==> src/rtl/word_loader.sv <==
// Splits a handshaked byte stream into NUL-terminated words in the word SRAM
// and holds each word for the matcher until it is released with match_done.
//
//   state     | meaning
//   COLLECT   | accept characters, write them at count, wait for a delimiter
//   TERMINATE | write the NUL at count
//   PRESENT   | word held for the matcher; input stalled until match_done
module word_loader #(
  parameter int unsigned           ADDR_WIDTH = 4,
  parameter int unsigned           DATA_WIDTH = 8,
  parameter logic [DATA_WIDTH-1:0] DELIM      = 8'h20
) (
  input  logic                  clk,
  input  logic                  rst_n,
  input  logic [DATA_WIDTH-1:0] in_data,
  input  logic                  in_valid,
  output logic                  in_ready,
  output logic                  wr_en,
  output logic [ADDR_WIDTH-1:0] wr_addr,
  output logic [DATA_WIDTH-1:0] wr_data,
  output logic                  word_valid,
  output logic [ADDR_WIDTH-1:0] word_len,
  output logic                  truncated,
  input  logic                  match_done
);

  typedef enum logic [1:0] {
    COLLECT   = 2'd0,
    TERMINATE = 2'd1,
    PRESENT   = 2'd2
  } state_t;

  localparam logic [ADDR_WIDTH-1:0] COUNT_MAX = '1;
  localparam logic [DATA_WIDTH-1:0] CHAR_NL   = DATA_WIDTH'(8'h0A);
  localparam logic [DATA_WIDTH-1:0] CHAR_NUL  = '0;

  state_t                state;
  logic [ADDR_WIDTH-1:0] count;
  logic                  trunc;
  logic                  xfer;
  logic                  is_delim;
  logic                  room;

  assign in_ready = (state == COLLECT);
  assign xfer     = in_valid & in_ready;
  assign is_delim = (in_data == DELIM) || (in_data == CHAR_NL) || (in_data == CHAR_NUL);
  assign room     = (count != COUNT_MAX);

  // Write strobe is gated by rst_n so a write in flight is abandoned on reset.
  always_comb begin
    wr_en   = 1'b0;
    wr_addr = count;
    wr_data = in_data;
    if (rst_n) begin
      if (state == COLLECT && xfer && !is_delim && room) begin
        wr_en = 1'b1;
      end else if (state == TERMINATE) begin
        wr_en   = 1'b1;
        wr_data = CHAR_NUL;
      end
    end
  end

  always_ff @(posedge clk or negedge rst_n) begin
    if (!rst_n) begin
      state      <= COLLECT;
      count      <= '0;
      trunc      <= 1'b0;
      word_valid <= 1'b0;
      word_len   <= '0;
      truncated  <= 1'b0;
    end else begin
      case (state)
        COLLECT: begin
          if (xfer) begin
            if (!is_delim) begin
              if (room) count <= count + 1'b1;
              else      trunc <= 1'b1;
            end else if (count != '0) begin
              state <= TERMINATE;
            end
          end
        end
        TERMINATE: begin
          state     <= PRESENT;
          word_len  <= count;
          truncated <= trunc;
        end
        PRESENT: begin
          // word_valid rises one cycle into PRESENT, after the NUL has landed.
          if (match_done) begin
            state      <= COLLECT;
            count      <= '0;
            trunc      <= 1'b0;
            word_valid <= 1'b0;
            word_len   <= '0;
            truncated  <= 1'b0;
          end else begin
            word_valid <= 1'b1;
          end
        end
        default: state <= COLLECT;
      endcase
    end
  end

endmodule

==> config.mk <==
export PLATFORM = sky130hd
export DESIGN_NAME = word_loader
export DESIGN_NICKNAME = d
export VERILOG_FILES = /design/src/rtl/word_loader.sv
export SDC_FILE = /design/constraint.sdc
export NUM_CORES = 1
export LEC_CHECK = 0
export BUFFER_PORTS_ARGS = -buffer_cell sky130_fd_sc_hd__buf_4
export CORE_MARGIN = 3
export CORE_UTILIZATION = 43
export CTS_BUF_LIST = sky130_fd_sc_hd__clkbuf_16
export CTS_CLUSTER_DIAMETER = 50
export DETAILED_ROUTE_END_ITERATION = 6
export PLACE_DENSITY = 0.72
export SLEW_MARGIN = 10
export SYNTH_ARGS = -nofsm -noshare
export SYNTH_HDL_FRONTEND = slang
export SYNTH_SLANG_ARGS = --single-unit
==> constraint.sdc <==
create_clock -name clk -period 4.5 [get_ports clk]
set_input_delay 0.45 -clock clk [delete_from_list [all_inputs] [get_ports clk]]
set_output_delay 0.45 -clock clk [all_outputs]
set_load 0.05 [all_outputs]
==> results.py, run 1 <==
metrics = {
    "status": {
        "status": "completed",
    },
    "floorplanning": {
        "die-area_um2": 2400,
        "num_rows": 14,
        "die_h_um": 49.0,
        "core_area_um2": 1630,
        "die-width_um": 49.0,
        "start_util_pct": 48.8,
        "ioPinCount": 32,
    },
    "detailed_routing": {
        "final_antenna_net_count": 0,
        "wl_um": 2050,
        "dr.pass1.iters": 4,
        "wire_per_inst_um": 14.2,
        "drt-initial-drc-count": 14,
        "vias": 804,
        "via_per_inst": 5.54,
        "drc_errors": 0,
    },
    "synth": {
        "syn-cell-area_um2": 796,
        "ys_seq_area_share_pct": 40.9,
        "synth_top_area_share_pct": 40.9,
        "synth_cells": 87,
        "netlist-cell-type-count": 33,
        "ys_ff_latch": 13,
        "synth_area_leader_cell": "dfrtp_1",
        "syn-num-nets": 101,
        "synth_area_leaders": "dfrtp_1 (41%), and2_1 (6.3%), nor2_1 (5.2%)",
        "syn_avg_cell_area_um2": 9.15,
        "yosysWarningCount": 0,
    },
    "global_routing": {
        "overflow": 0,
        "grt_first_pass_wirelength_um": 3510,
        "antenna_found_initial": 0,
        "grt_pass1_vias": 786,
        "grt_max_degree": 17,
        "grtUsageTotal_pct": 18.4,
    },
    "placement": {
        "port_buffers": 31,
        "dp.cells": 141,
        "place_area_um2": 1050,
        "gp_congestion": 0.841,
        "hpwlAfterDp_um": 1500,
    },
    "sta": {
        "setup_viol": 0,
        "worstMarginPinSlew_ns": 0.545,
        "tns_ns": 0,
        "hold_viol": 0,
        "rsz0062_at_grt": "false",
        "maxSlewViolCount": 0,
        "fmax_mhz": 432,
        "fin_crit_ns": 2.31,
        "fin_worst_skew_ns": 0.00149,
        "maxSlewHeadroom_pct": 63.7,
        "post-route-period-util_pct": 51.4,
    },
    "run": {
        "max_cap_violations": 0,
    },
    "clock_tree": {
        "htreeDepth": 1,
        "cts_hold_buf": 0,
        "cts_buffer_depth": 2,
        "postCtsSetupBuffers": 0,
        "root_buffer": "clkbuf_16",
        "cts_sinks": 13,
        "cts_tree": "yes",
        "post_cts_resized": 0,
        "clock_latency_ns": 0.24,
        "cts_buffers": 3,
        "clk_pin_slew_ns": 0.04,
    },
    "pwr": {
        "vdd_drop_max_uv": 380,
        "p_leak_uw": 0.000550,
        "power.density_nw_per_um2": 550,
    },
    "setup_path": {
        "cp-end-kind": "primary output",
        "rrSetupSlack_ns": 2.69,
        "arrival_ns": 1.86,
        "cp-start-kind": "register",
        "crit_required_ns": 4.05,
        "worstSetupPathType": "reg2out",
        "cp_max_fo": 7,
    },
    "min_path": {
        "hp-class": "in2async",
    },
    "layout": {
        "multi_input_area_um2": 450,
        "syn_to_final_growth_pct": 42.3,
        "fillers": 144,
        "final_cell_mix": "buf_4 (31), dfrtp_1 (13), nor2_1 (11)",
        "stdcell_count": 145,
        "fin_area_um2": 1130,
        "final_common_cell": "buf_4",
        "antenna_cells": 0,
        "fin_nets": 136,
        "regArea_um2": 325,
        "drive_above_1_share_pct": 33.9,
    },
}
-- per-layer routing --
metal | share of wire, % | routed length (um) | global-route usage [%]
met1 | 45 | 915 | 23.1
met2 | 43 | 887 | 26.7
met3 | 8.8 | 181 | 6.42
met4 | 3.4 | 70 | 11.4
met5 | 0 | 0 | 0
-- where the power goes --
group,switching [uW],internal [uW]
Combinational,173,90.3
Clock,48.6,117
Sequential,43.5,151
-- cell type report --
cell class              instances  area share, %
flip-flops and latches         13           28.7
clock buffers                   3           6.63
clock inverters                 1          0.331
repair buffers                 31           20.6
well taps                      24           2.65
inverters                       4           1.33
multi-input cells              69           39.8
-- critical path, stage by stage, from the launching register on --
cell	delay [ns]
dfrtp_1	0.46
ha_1	0.28
and3_1	0.24
o41ai_1	0.37
buf_4	0.27
-- worst paths after layout --
check,start,endpoint,cells after the start
hold reg to reg,word_valid,word_valid,2
max in group asynchronous,rst_n,wr_addr[0],1
setup / recovery,wr_addr[0],wr_en,4
min in group clk,match_done,word_valid,2
setup reg to reg,wr_addr[0],wr_addr[1],5
hold / removal,rst_n,truncated,1
-- synthesized netlist by cell type --
master and n:
or2b_1 1, nand3b_1 1, o211a_4 1, inv_2 1, a211oi_1 1, o21ai_0 2, a32o_1 1, nor2b_1 1
o22ai_1 6, and3_1 1, nor3b_1 1, nand2_2 1, or3_1 1, and3b_4 1, o41ai_1 1, nor3_1 2
o211ai_1 1, nand2_1 6, nor2_1 11, a2111oi_1 1, and2_1 8, inv_1 3, o2111ai_1 1, ha_1 2
a221oi_2 1, dfrtp_1 13, buf_2 1, nand3_1 5, a2111oi_2 1, a21oi_1 6, nand2b_4 1, o21a_1 1
a22o_1 2
-- cell families (layout without fill, tap and decap cells) --
| logic type | Yosys count | after routing | synth area share, % |
|---|---|---|---|
| AOI/OAI and AO/OA | 26 | 26 | 25.5 |
| adders and majority gates | 2 | 2 | 3.14 |
| buffers and inverters | 5 | 39 | 2.51 |
| DFF | 13 | 13 | 40.9 |
| and+or+nand+nor | 41 | 41 | 28.0 |
-- through the flow --
step | hold slack [ns] | setup WS (ns) | utilization, % | total power (uW)
after detailed placement | 0.309 | 2.35 | 64.7 | 459
final | 0.0504 | 2.19 | 69.5 | 623
after floorplan | 0.154 | 1.23 | - | 371
after global placement | 0.307 | 2.44 | 64.7 | 456
after CTS | 0.0543 | 2.16 | 69.5 | 627
after global routing | 0.0565 | 2.04 | 69.5 | 655
-- flip-flops by register name, indices dropped and copies added, names as in the netlist --
register,cells
word_len,4
wr_addr,4
state,2
trunc,1
truncated,1
word_valid,1
No activity file was read; power rests on OpenSTA's default activity.
==> run 2, diff against run 1 <==
clock period = 2.4 ns   (was 4.5 ns; I/O delays follow)
==> results.py, run 2 (same netlist as run 1, synthesis figures left out) <==
metrics = {
    "status": {
        "status": "completed",
    },
    "floorplanning": {
        "num_rows": 14,
        "die-area_um2": 2400,
        "die_h_um": 49.0,
        "ioPinCount": 32,
        "core_area_um2": 1630,
        "die-width_um": 49.0,
        "start_util_pct": 48.8,
    },
    "pwr": {
        "p_leak_uw": 0.000566,
        "combPwrFrac_pct": 42.8,
        "vdd_drop_max_uv": 674,
        "intPower_uw": 675,
        "switching_power_uw": 513,
        "seq_power_share_pct": 31.0,
        "power.density_nw_per_um2": 1030,
        "pwr-share-clk_pct": 26.2,
        "netSwitchingFraction_pct": 43.2,
    },
    "sta": {
        "hold_viol": 0,
        "rsz0062_at_grt": "false",
        "maxSlewHeadroom_pct": 71.4,
        "setup_viol": 0,
        "post-route-period-util_pct": 83.3,
        "fin_worst_skew_ns": 0.00385,
        "tns_ns": 0,
        "fin_crit_ns": 2.00,
        "fmax_mhz": 500,
        "maxSlewViolCount": 0,
        "worstMarginPinSlew_ns": 0.427,
    },
    "placement": {
        "hpwlAfterDp_um": 1570,
        "dp.cells": 142,
        "port_buffers": 31,
        "gp_congestion": 0.792,
    },
    "setup_path": {
        "cp_max_fo": 7,
        "crit_required_ns": 2.16,
        "crit_path_max_incr_delay_ns": 0.45,
        "cp_slowest_cell": "dfrtp_1",
        "crit_chain": "ha_1, and3_1, o41ai_2, buf_4",
        "worstSetupPathType": "reg2out",
        "arrival_ns": 1.76,
        "reg2reg_from": "wr_addr[0]",
        "r2r-end": "wr_addr[0]",
        "cp-start-kind": "register",
        "cp-end-kind": "primary output",
        "r2r_cells": 5,
        "rrSetupSlack_ns": 0.59,
    },
    "min_path": {
        "hp-class": "in2reg",
        "hold_depth": 2,
        "min_from": "match_done",
        "min_to": "word_valid",
    },
    "detailed_routing": {
        "final_antenna_net_count": 0,
        "via_per_inst": 5.78,
        "dr.pass1.iters": 4,
        "wl_um": 2310,
        "vias": 849,
        "drc_errors": 0,
        "drt-initial-drc-count": 28,
        "wire_per_inst_um": 15.7,
    },
    "clock_tree": {
        "htreeDepth": 1,
        "clock_latency_ns": 0.24,
        "cts_tree": "yes",
        "clk_pin_slew_ns": 0.05,
        "post_cts_resized": 0,
        "postCtsSetupBuffers": 0,
        "root_buffer": "clkbuf_16",
        "cts_sinks": 13,
        "cts_buffer_depth": 2,
        "cts_buffers": 3,
        "cts_hold_buf": 1,
    },
    "global_routing": {
        "grt_first_pass_wirelength_um": 3820,
        "grt_pass1_vias": 810,
        "grtUsageTotal_pct": 21.2,
        "antenna_found_initial": 0,
        "overflow": 0,
        "grt_max_degree": 16,
    },
    "layout": {
        "drive_above_1_share_pct": 35.0,
        "final_common_cell": "buf_4",
        "final_cell_mix": "buf_4 (32), dfrtp_1 (13), nor2_1 (11)",
        "stdcell_count": 147,
        "antenna_cells": 0,
        "syn_to_final_growth_pct": 45.4,
        "fin_nets": 138,
    },
    "run": {
        "max_cap_violations": 0,
    },
}
## run 2: cell types whose count changed in the layout (fill, tap and decap cells not counted)
cell,change
o41ai_1,-1
buf_4,+1
o41ai_2,+1
dlygate4sd3_1,+1
## run 2: how the worst max path moves through the flow
stage                     startpoint    endpoint  slack, ns  cells past startpoint
after detailed placement  wr_addr[0]  wr_addr[1]       0.68                      5
after CTS                 wr_addr[0]       wr_en       0.41                      4
final                     wr_addr[0]       wr_en       0.40                      4
after floorplan           wr_addr[0]       wr_en      0.003                      3
after global routing      wr_addr[0]       wr_en       0.35                      4
after global placement    wr_addr[0]       wr_en       0.70                      4
## run 2: worst max-delay path, delay by kind of cell (launching register included)
kind,cells,cell delay [ns]
flip-flops,1,0.45
buffers and inverters,1,0.25
adder cells (fa/ha/maj),1,0.27
AO/OA/AOI/OAI,1,0.30
AND/OR/NAND/NOR,1,0.24
## run 2: power by group through the flow
stage / Combinational, uW / Clock, uW / Sequential, uW
final: 508 / 312 / 368
after global routing: 540 / 329 / 379
after CTS: 510 / 315 / 364
after detailed placement: 499 / 0 / 365
after global placement: 494 / 0 / 359
after floorplan: 161 / 0 / 536
## run 2: layout make-up
class	instances	area, um^2
Clock buffer	3	75.1
Clock inverter	1	3.75
Fill cell	125	472
Inverter	4	15.0
Multi-Input combinational cell	69	458
Sequential cell	13	325
Tap cell	24	30.0
Timing Repair Buffer	33	250
## run 2: metrics by stage
step           worst slack (ns)  power, uW  instance area (um^2)  hold WS [ns]  util (%)
6_report                  0.401       1190                  1160         0.228      71.0
5_1_grt                   0.345       1250                  1160         0.233      71.0
4_1_cts                   0.407       1190                  1160         0.228      71.0
3_5_place_dp              0.676        864                  1070         0.104      65.6
3_3_place_gp              0.703        853                  1070         0.100      65.6
2_1_floorplan           0.00323        697                   803       -0.0556         -
## run 2: per-layer routing
layer  wire length, um  vias up  track usage, %  part of all wire (%)
met5                 0        -               0                     0
met1               936      383            24.4                    40
li1                  -      398               -                     -
met4                50        0            11.4                   2.2
met3               236       11            7.95                    10
met2              1090       57            33.9                    47
